<file path="config.mk">
export PLATFORM = sky130hd
export DESIGN_NAME = pattern_generator
export DESIGN_NICKNAME = d
export VERILOG_FILES = /design/src/rtl/pattern_generator.sv
export SDC_FILE = /design/constraint.sdc
export NUM_CORES = 1
export LEC_CHECK = 0
export BUFFER_PORTS_ARGS = -buffer_cell sky130_fd_sc_hd__buf_2
export CAP_MARGIN = 20
export CORE_ASPECT_RATIO = 1.75
export CORE_UTILIZATION = 59
export CTS_CLUSTER_DIAMETER = 40
export DETAILED_ROUTE_END_ITERATION = 7
export GPL_TIMING_DRIVEN = 0
export PLACE_DENSITY = 0.89
export RECOVER_POWER = 100
export SYNTH_ARGS = -nofsm -noshare
export SYNTH_HDL_FRONTEND = slang
export SYNTH_SLANG_ARGS = --single-unit
</file>
<file path="constraint.sdc">
create_clock -name clk -period 3.83 [get_ports clk]
set_clock_uncertainty 0.05 [all_clocks]
set_input_delay 0.766 -clock clk [delete_from_list [all_inputs] [get_ports clk]]
set_output_delay 0.766 -clock clk [all_outputs]
set_load 0.02 [all_outputs]
</file>
<file path="src/rtl/pattern_generator.sv">
// Serial pattern transmitter: captures 1..PAT_W bits on start and shifts them out MSB-first, DIV cycles per bit.
// First bit appears the cycle after start is accepted; stop aborts a run with no done pulse.
module pattern_generator #(
  parameter int PAT_W = 8,
  parameter int DIV   = 10000000,
  parameter int CNT_W = 24,
  parameter int LEN_W = 4
) (
  input  logic             clk,
  input  logic             rst,
  input  logic             start,
  input  logic             stop,
  input  logic [PAT_W-1:0] pattern,
  input  logic [LEN_W-1:0] len,
  input  logic             repeat_en,
  output logic             ser_out,
  output logic             bit_stb,
  output logic             busy,
  output logic             done,
  output logic [LEN_W-1:0] bit_idx
);

  typedef enum logic {IDLE, RUN} state_t;

  state_t           state, state_nxt;
  logic [CNT_W-1:0] cnt, cnt_nxt;
  logic [PAT_W-1:0] pat_q, pat_nxt, pat_shift;
  logic [LEN_W-1:0] len_q, len_nxt, idx_nxt, len_eff, pos;
  logic             rep_q, rep_nxt, ser_nxt, stb_nxt, done_nxt;
  logic             accept, bit_end, last_bit;

  // Zero or oversize lengths fall back to the full pattern width.
  assign len_eff  = (len == '0 || len > LEN_W'(PAT_W)) ? LEN_W'(PAT_W) : len;
  assign accept   = (state == IDLE) && start && !stop;
  assign bit_end  = (cnt == CNT_W'(DIV - 1));
  assign last_bit = (bit_idx == len_q - LEN_W'(1));

  always_ff @(posedge clk) begin
    if (rst) begin
      state   <= IDLE;
      cnt     <= '0;
      pat_q   <= '0;
      len_q   <= '0;
      rep_q   <= 1'b0;
      ser_out <= 1'b0;
      bit_stb <= 1'b0;
      busy    <= 1'b0;
      done    <= 1'b0;
      bit_idx <= '0;
    end else begin
      state   <= state_nxt;
      cnt     <= cnt_nxt;
      pat_q   <= pat_nxt;
      len_q   <= len_nxt;
      rep_q   <= rep_nxt;
      ser_out <= ser_nxt;
      bit_stb <= stb_nxt;
      busy    <= (state_nxt == RUN);
      done    <= done_nxt;
      bit_idx <= idx_nxt;
    end
  end

  always_comb begin
    state_nxt = state;
    case (state)
      IDLE:    if (accept) state_nxt = RUN;
      RUN:     if (stop || (bit_end && last_bit && !rep_q)) state_nxt = IDLE;
      default: state_nxt = IDLE;
    endcase
  end

  always_comb begin
    cnt_nxt  = '0;
    pat_nxt  = pat_q;
    len_nxt  = len_q;
    rep_nxt  = rep_q;
    idx_nxt  = '0;
    stb_nxt  = 1'b0;
    done_nxt = 1'b0;
    pos      = '0;
    if (accept) begin
      pat_nxt = pattern;
      len_nxt = len_eff;
      rep_nxt = repeat_en;
      pos     = len_eff - LEN_W'(1);
      stb_nxt = 1'b1;
    end else if (state == RUN && !stop) begin
      if (!bit_end) begin
        cnt_nxt = cnt + CNT_W'(1);
        idx_nxt = bit_idx;
        pos     = len_q - LEN_W'(1) - bit_idx;
      end else if (!last_bit) begin
        idx_nxt = bit_idx + LEN_W'(1);
        pos     = len_q - LEN_W'(2) - bit_idx;
        stb_nxt = 1'b1;
      end else begin
        // End of pass: wrap to the first bit when repeating, otherwise drop to IDLE.
        done_nxt = 1'b1;
        stb_nxt  = rep_q;
        pos      = len_q - LEN_W'(1);
      end
    end
    pat_shift = pat_nxt >> pos;
    ser_nxt   = (state_nxt == RUN) && pat_shift[0];
  end

endmodule

</file>
Word-level counts from Yosys, hierarchy flattened

Index checks and enable logic that the tools add are counted.

Equal/unequal tests: 2
Magnitude comparators: 1
Reductions and logical operators: 14
Bitwise operators: 3
Shifts and indexed selects: 1
$add $sub $neg: 7
Muxes and demuxes: 15

Operator list:

| operator                                                           | count |
|---|---|
| 24-bit by 1-bit adder with 24-bit output, second input constant    | 1 |
| 24-bit == test, second input constant                              | 1 |
| 4-bit 2-to-1 mux                                                   | 6 |
| 8-bit 2-to-1 mux                                                   | 1 |
| 4-bit OR reduction                                                 | 2 |
| 8-bit by 4-bit right shift with 1-bit output                       | 1 |
| 4-bit by 1-bit subtractor with 4-bit output, second input constant | 2 |
| 4-bit subtractor                                                   | 2 |
| 1-bit 2-to-1 mux                                                   | 7 |
| 1-bit logical AND                                                  | 6 |
| 4-bit by 1-bit adder with 4-bit output, second input constant      | 1 |
| 4-bit == test                                                      | 1 |
| 4-bit greater-than comparator, second input constant               | 1 |
| 4-bit zero test                                                    | 1 |
| 4-bit by 2-bit subtractor with 4-bit output, second input constant | 1 |
| 1-bit inverter                                                     | 3 |
| 3-bit OR reduction                                                 | 1 |
| 1-bit zero test                                                    | 2 |
| 1-bit logical OR                                                   | 2 |
| 1-bit one-hot mux with 2 select lines                              | 1 |

Input bits: 17
Output and inout port bits: 8
Register bits: 45
Logic and storage cells: 52

Longest topological paths before layout

Depth in word-level cells: 8
Depth in mapped cells: 12
Mapped depth without buffers: 12

Worst setup path after synthesis

No wires, ideal clock.

Kind: register to register
Start: register len_q[0]
End: register ser_out
Path buffers: 0
Stages on the path, launching flop included: 13
Arrival time: 2582 ps
Path slack: 1129 ps
Data required time: 3710 ps
Library setup time: 70 ps
Period minus slack after synthesis: 2701 ps
Cell sequence: dfxtp_1 -> inv_1 -> ha_1 -> xor2_1 -> ha_1 -> nand2_1 -> or2_2 -> or3_1 -> a31o_4 -> nand2_1 -> a311oi_1 -> a2111o_1 -> a21oi_1

Cells in the longest elaborated chain, start to end: 8
Elaborated cells on any way between the ends: 16
Those cells by class: 4 x add/sub; 1 x eq/ne; 1 x shift; 6 x mux; 4 x reduce/logical

Ends and longest elaborated chain:

| element                                                                                                    | line    | source |
|---|---|---|
| from (decl)                                                                                                | 28      | `logic [LEN_W-1:0] len_q, len_nxt, idx_nxt, len_eff, pos;` |
| from (signal assigned)                                                                                     | 54      | `len_q <= len_nxt;` |
| 4-bit by 2-bit subtractor with 4-bit output or 4-bit by 1-bit subtractor with 4-bit output (tied branches) | --      |  |
| 4-bit subtractor or 4-bit == test (tied branches)                                                          | 95, 36  |  |
| 4-bit 2-to-1 mux or 1-bit logical AND (tied branches)                                                      | 93, 68  |  |
| 4-bit 2-to-1 mux or 1-bit logical AND (tied branches)                                                      | 89, 68  |  |
| 4-bit 2-to-1 mux or 1-bit logical OR (tied branches)                                                       | 88, 68  |  |
| 4-bit 2-to-1 mux or 1-bit 2-to-1 mux (tied branches)                                                       | 82, 68  |  |
| 8-bit by 4-bit right shift with 1-bit output or 1-bit one-hot mux with 2 select lines (tied branches)      | 104, 66 |  |
| 1-bit logical AND (*)                                                                                      | 105     | `ser_nxt = (state_nxt == RUN) && pat_shift[0];` |
| to (signal assigned)                                                                                       | 56      | `ser_out <= ser_nxt;` |
| to (decl)                                                                                                  | 16      | `output logic ser_out,` |

Every way passes the cells marked *; elsewhere a longest branch is shown, timed or not.
A chain may end at the register's enable or synchronous reset.

Worst setup path in the final report

Same ends and word-level chain as after synthesis.

==> flow_metrics.py <==
metrics = {
    "clocking": {
        "post_cts_buffers": 0,
        "clk_pin_slew_ps": 90,
        "cts_tree": "built",
        "clk_latency_ps": 310,
        "cts_buffers": 5,
        "post_cts_resized": 0,
        "cts_hold_buf": 0,
        "clock_path_buffers": 2,
        "cts_max_level": 2,
        "clockRootBuffer": "clkbuf_8",
        "clkSinkCount": 45,
    },
    "grt": {
        "grt_max_degree": 15,
        "antenna_found_initial": 0,
        "grtUsageTotal_pct": 26.7,
        "overflow": 0,
        "grt_pass1_vias": 2160,
        "grt_pass1_wl_um": 9110,
    },
    "final_layout": {
        "drive_gt1_share_pct": 11.1,
        "layout.nets": 363,
        "area_growth_pct": 10.8,
        "fin_area_um2": 2810,
        "num-fill-cells": 352,
        "most-common-layout-cells": "45 x dfxtp_1, 41 x nand2_1, 38 x nor2_1",
        "n_antenna_cell": 0,
        "regArea_um2": 901,
        "final_common_cell": "dfxtp_1",
        "multi_input_area_um2": 1510,
    },
    "timing": {
        "slew_headroom_pct": 63.6,
        "setup_slack_ps": 831,
        "clock.fmax_mhz": 333,
        "fin_crit_sh_pct": 78.3,
        "setup_viol": 0,
        "layout_min_cycle_time_ps": 3000,
        "drv_slew": 0,
        "tns_ps": 0,
        "rsz0062_at_grt": "false",
        "worstMarginPinSlew_ps": 547,
        "finalHoldViolCount": 0,
    },
    "route": {
        "detail_route.drc_violations": 0,
        "via_per_inst": 5.74,
        "first_pass_iters": 4,
        "finalWirelength_um": 5500,
        "vias": 2199,
        "drtAntennaViolNets": 0,
        "drtIter0Drc": 61,
        "post_drt_wl_per_cell_um": 14.4,
    },
    "worst_setup_path": {
        "crit_start": "len_q[0]$_SDFFE_PP0P_",
        "critPathCaptureType": "flip-flop",
        "crit_arrival_ps": 3190,
        "criticalPathCategory": "flip-flop to flip-flop",
        "path_max_fanout": 5,
        "rr_startpoint": "len_q[0]$_SDFFE_PP0P_",
        "required_ps": 4020,
        "start_kind": "flip-flop",
    },
    "yosys": {
        "syn_inst": 303,
        "synth_area_um2": 2530,
        "yosysSeqAreaShare_pct": 35.5,
        "synth.distinct_cells": 54,
        "postSynthAreaPerCell_um2": 8.37,
        "synthesis.nets": 333,
        "synth_seq_cells": 45,
        "ys_async_sr_fraction_pct": 0,
        "synth_ff_type": "dfxtp_1",
        "ys_warn_count": 0,
        "synth_edf_count": 0,
    },
    "pwr": {
        "power_frac_clock_pct": 39.1,
        "p_int_uw": 730,
        "switchingPower_uw": 230,
        "irDropWorstVdd_uv": 346,
        "p_comb_share_pct": 10.7,
        "p_seq_share_pct": 50.1,
        "power.leakage_nw": 0.976,
        "power-per-cell-area_nw_per_um2": 342,
        "swShare_pct": 24.0,
    },
    "floorplan": {
        "die_y_um": 88.7,
        "die_w_um": 51.6,
        "dieArea_um2": 4570,
        "coreArea_um2": 4110,
        "start_util_pct": 61.7,
        "ios": 25,
        "rows": 31,
    },
    "worst_hold_path": {
        "min-delay-path-class": "flip-flop to flip-flop",
        "min_from": "cnt[0]$_SDFF_PP0_",
    },
    "place": {
        "dp_slack_ps": 872,
        "dpl_cell_area_um2": 2710,
        "dp_hpwl_um": 4240,
        "gp_congestion": 0.839,
        "port_buffers": 23,
    },
    "status": {
        "status": "finished, final reports clean",
    },
    "job": {
        "cap_violations": 0,
    },
}
==> worst max-delay path, stage by stage, from the launching register on <==
cell and delay [ps]:
dfxtp_1 440, inv_1 90, ha_1 210, xor2_1 160, ha_1 350, nand2_1 80
or2_2 300, or3_1 340, a31o_4 260, nand2_1 70, a311oi_1 50, a2111o_1 400
a21oi_1 120
==> layout make-up <==
| cell class | instances | share of cell area (%) |
|---|---|---|
| inverter | 16 | 2.14 |
| timing repair buffer | 23 | 3.70 |
| clock inverter | 2 | 1.34 |
| buffer | 10 | 1.69 |
| sequential | 45 | 32.1 |
| tap | 49 | 2.18 |
| multi-input combinational | 232 | 53.9 |
| clock buffer | 6 | 2.94 |
==> logic make-up (layout without fill, tap and decap cells) <==
group / Yosys count / count (layout) / synth area share (%)
AOI/OAI and AO/OA: 52 / 52 / 13.8
DFF: 45 / 45 / 35.5
muxes: 6 / 6 / 2.37
buffers and inverters: 26 / 57 / 4.54
and+or+nand+nor: 128 / 128 / 25.4
xor gates and xnor gates: 33 / 33 / 11.4
adders and majority gates: 13 / 13 / 7.01
==> power groups by stage <==
stage	clock (mW)	combinational, mW	sequential (mW)
2_1_floorplan	0	0.0706	0.492
3_3_place_gp	0	0.0975	0.492
3_5_place_dp	0	0.101	0.492
4_1_cts	0.381	0.102	0.481
5_1_grt	0.404	0.112	0.482
6_report	0.376	0.103	0.482
==> synthesized netlist by cell type, drive strengths merged (5+ instances only) <==
library cell | instances | area share [%]
nand2 | 41 | 6.1
dfxtp | 45 | 36
nor3 | 5 | 1.2
a31oi | 5 | 1.8
clkbuf | 8 | 1.6
mux2i | 6 | 2.4
a21oi | 22 | 4.3
ha | 11 | 5.4
o21ai | 8 | 1.7
inv | 16 | 2.4
xnor2 | 18 | 6.2
nor2 | 38 | 5.6
nand3 | 11 | 2.2
xor2 | 15 | 5.2
==> sequential cells by signal, summed over array words and instances, names as in the netlist, 4 cells and up <==
| signal | flops |
|---|---|
| len_q | 4 |
| pat_q | 8 |
| bit_idx | 4 |
| cnt | 24 |
==> routing by layer <==
layer  up-vias  part of all wire, %  global-route usage [%]
met5         -                    0                       0
met1      1034                   36                    23.9
li1       1085                    -                       -
met3        17                  3.7                    6.19
met2        63                   57                    53.1
met4         0                  2.7                    13.0
==> stage by stage <==
stage	hold WS [ps]	util [%]	cells	power, mW
global placement	390	65.9	375	0.589
detailed placement	399	65.9	375	0.594
CTS	412	68.9	383	0.965
finish	418	68.3	383	0.961
floorplan	380	-	303	0.563
global route	432	68.3	383	0.998
==> path summary, 6_finish.rpt <==
| path | end | slack, ps | cells past startpoint |
|---|---|---|---|
| max | ser_out$_SDFF_PP0_ | 830 | 12 |
| min | cnt[0]$_SDFF_PP0_ | 420 | 1 |
| max reg2reg | ser_out$_SDFF_PP0_ | 830 | 12 |
| min reg2reg | cnt[0]$_SDFF_PP0_ | 420 | 1 |
(Power assumes the default switching activity.)
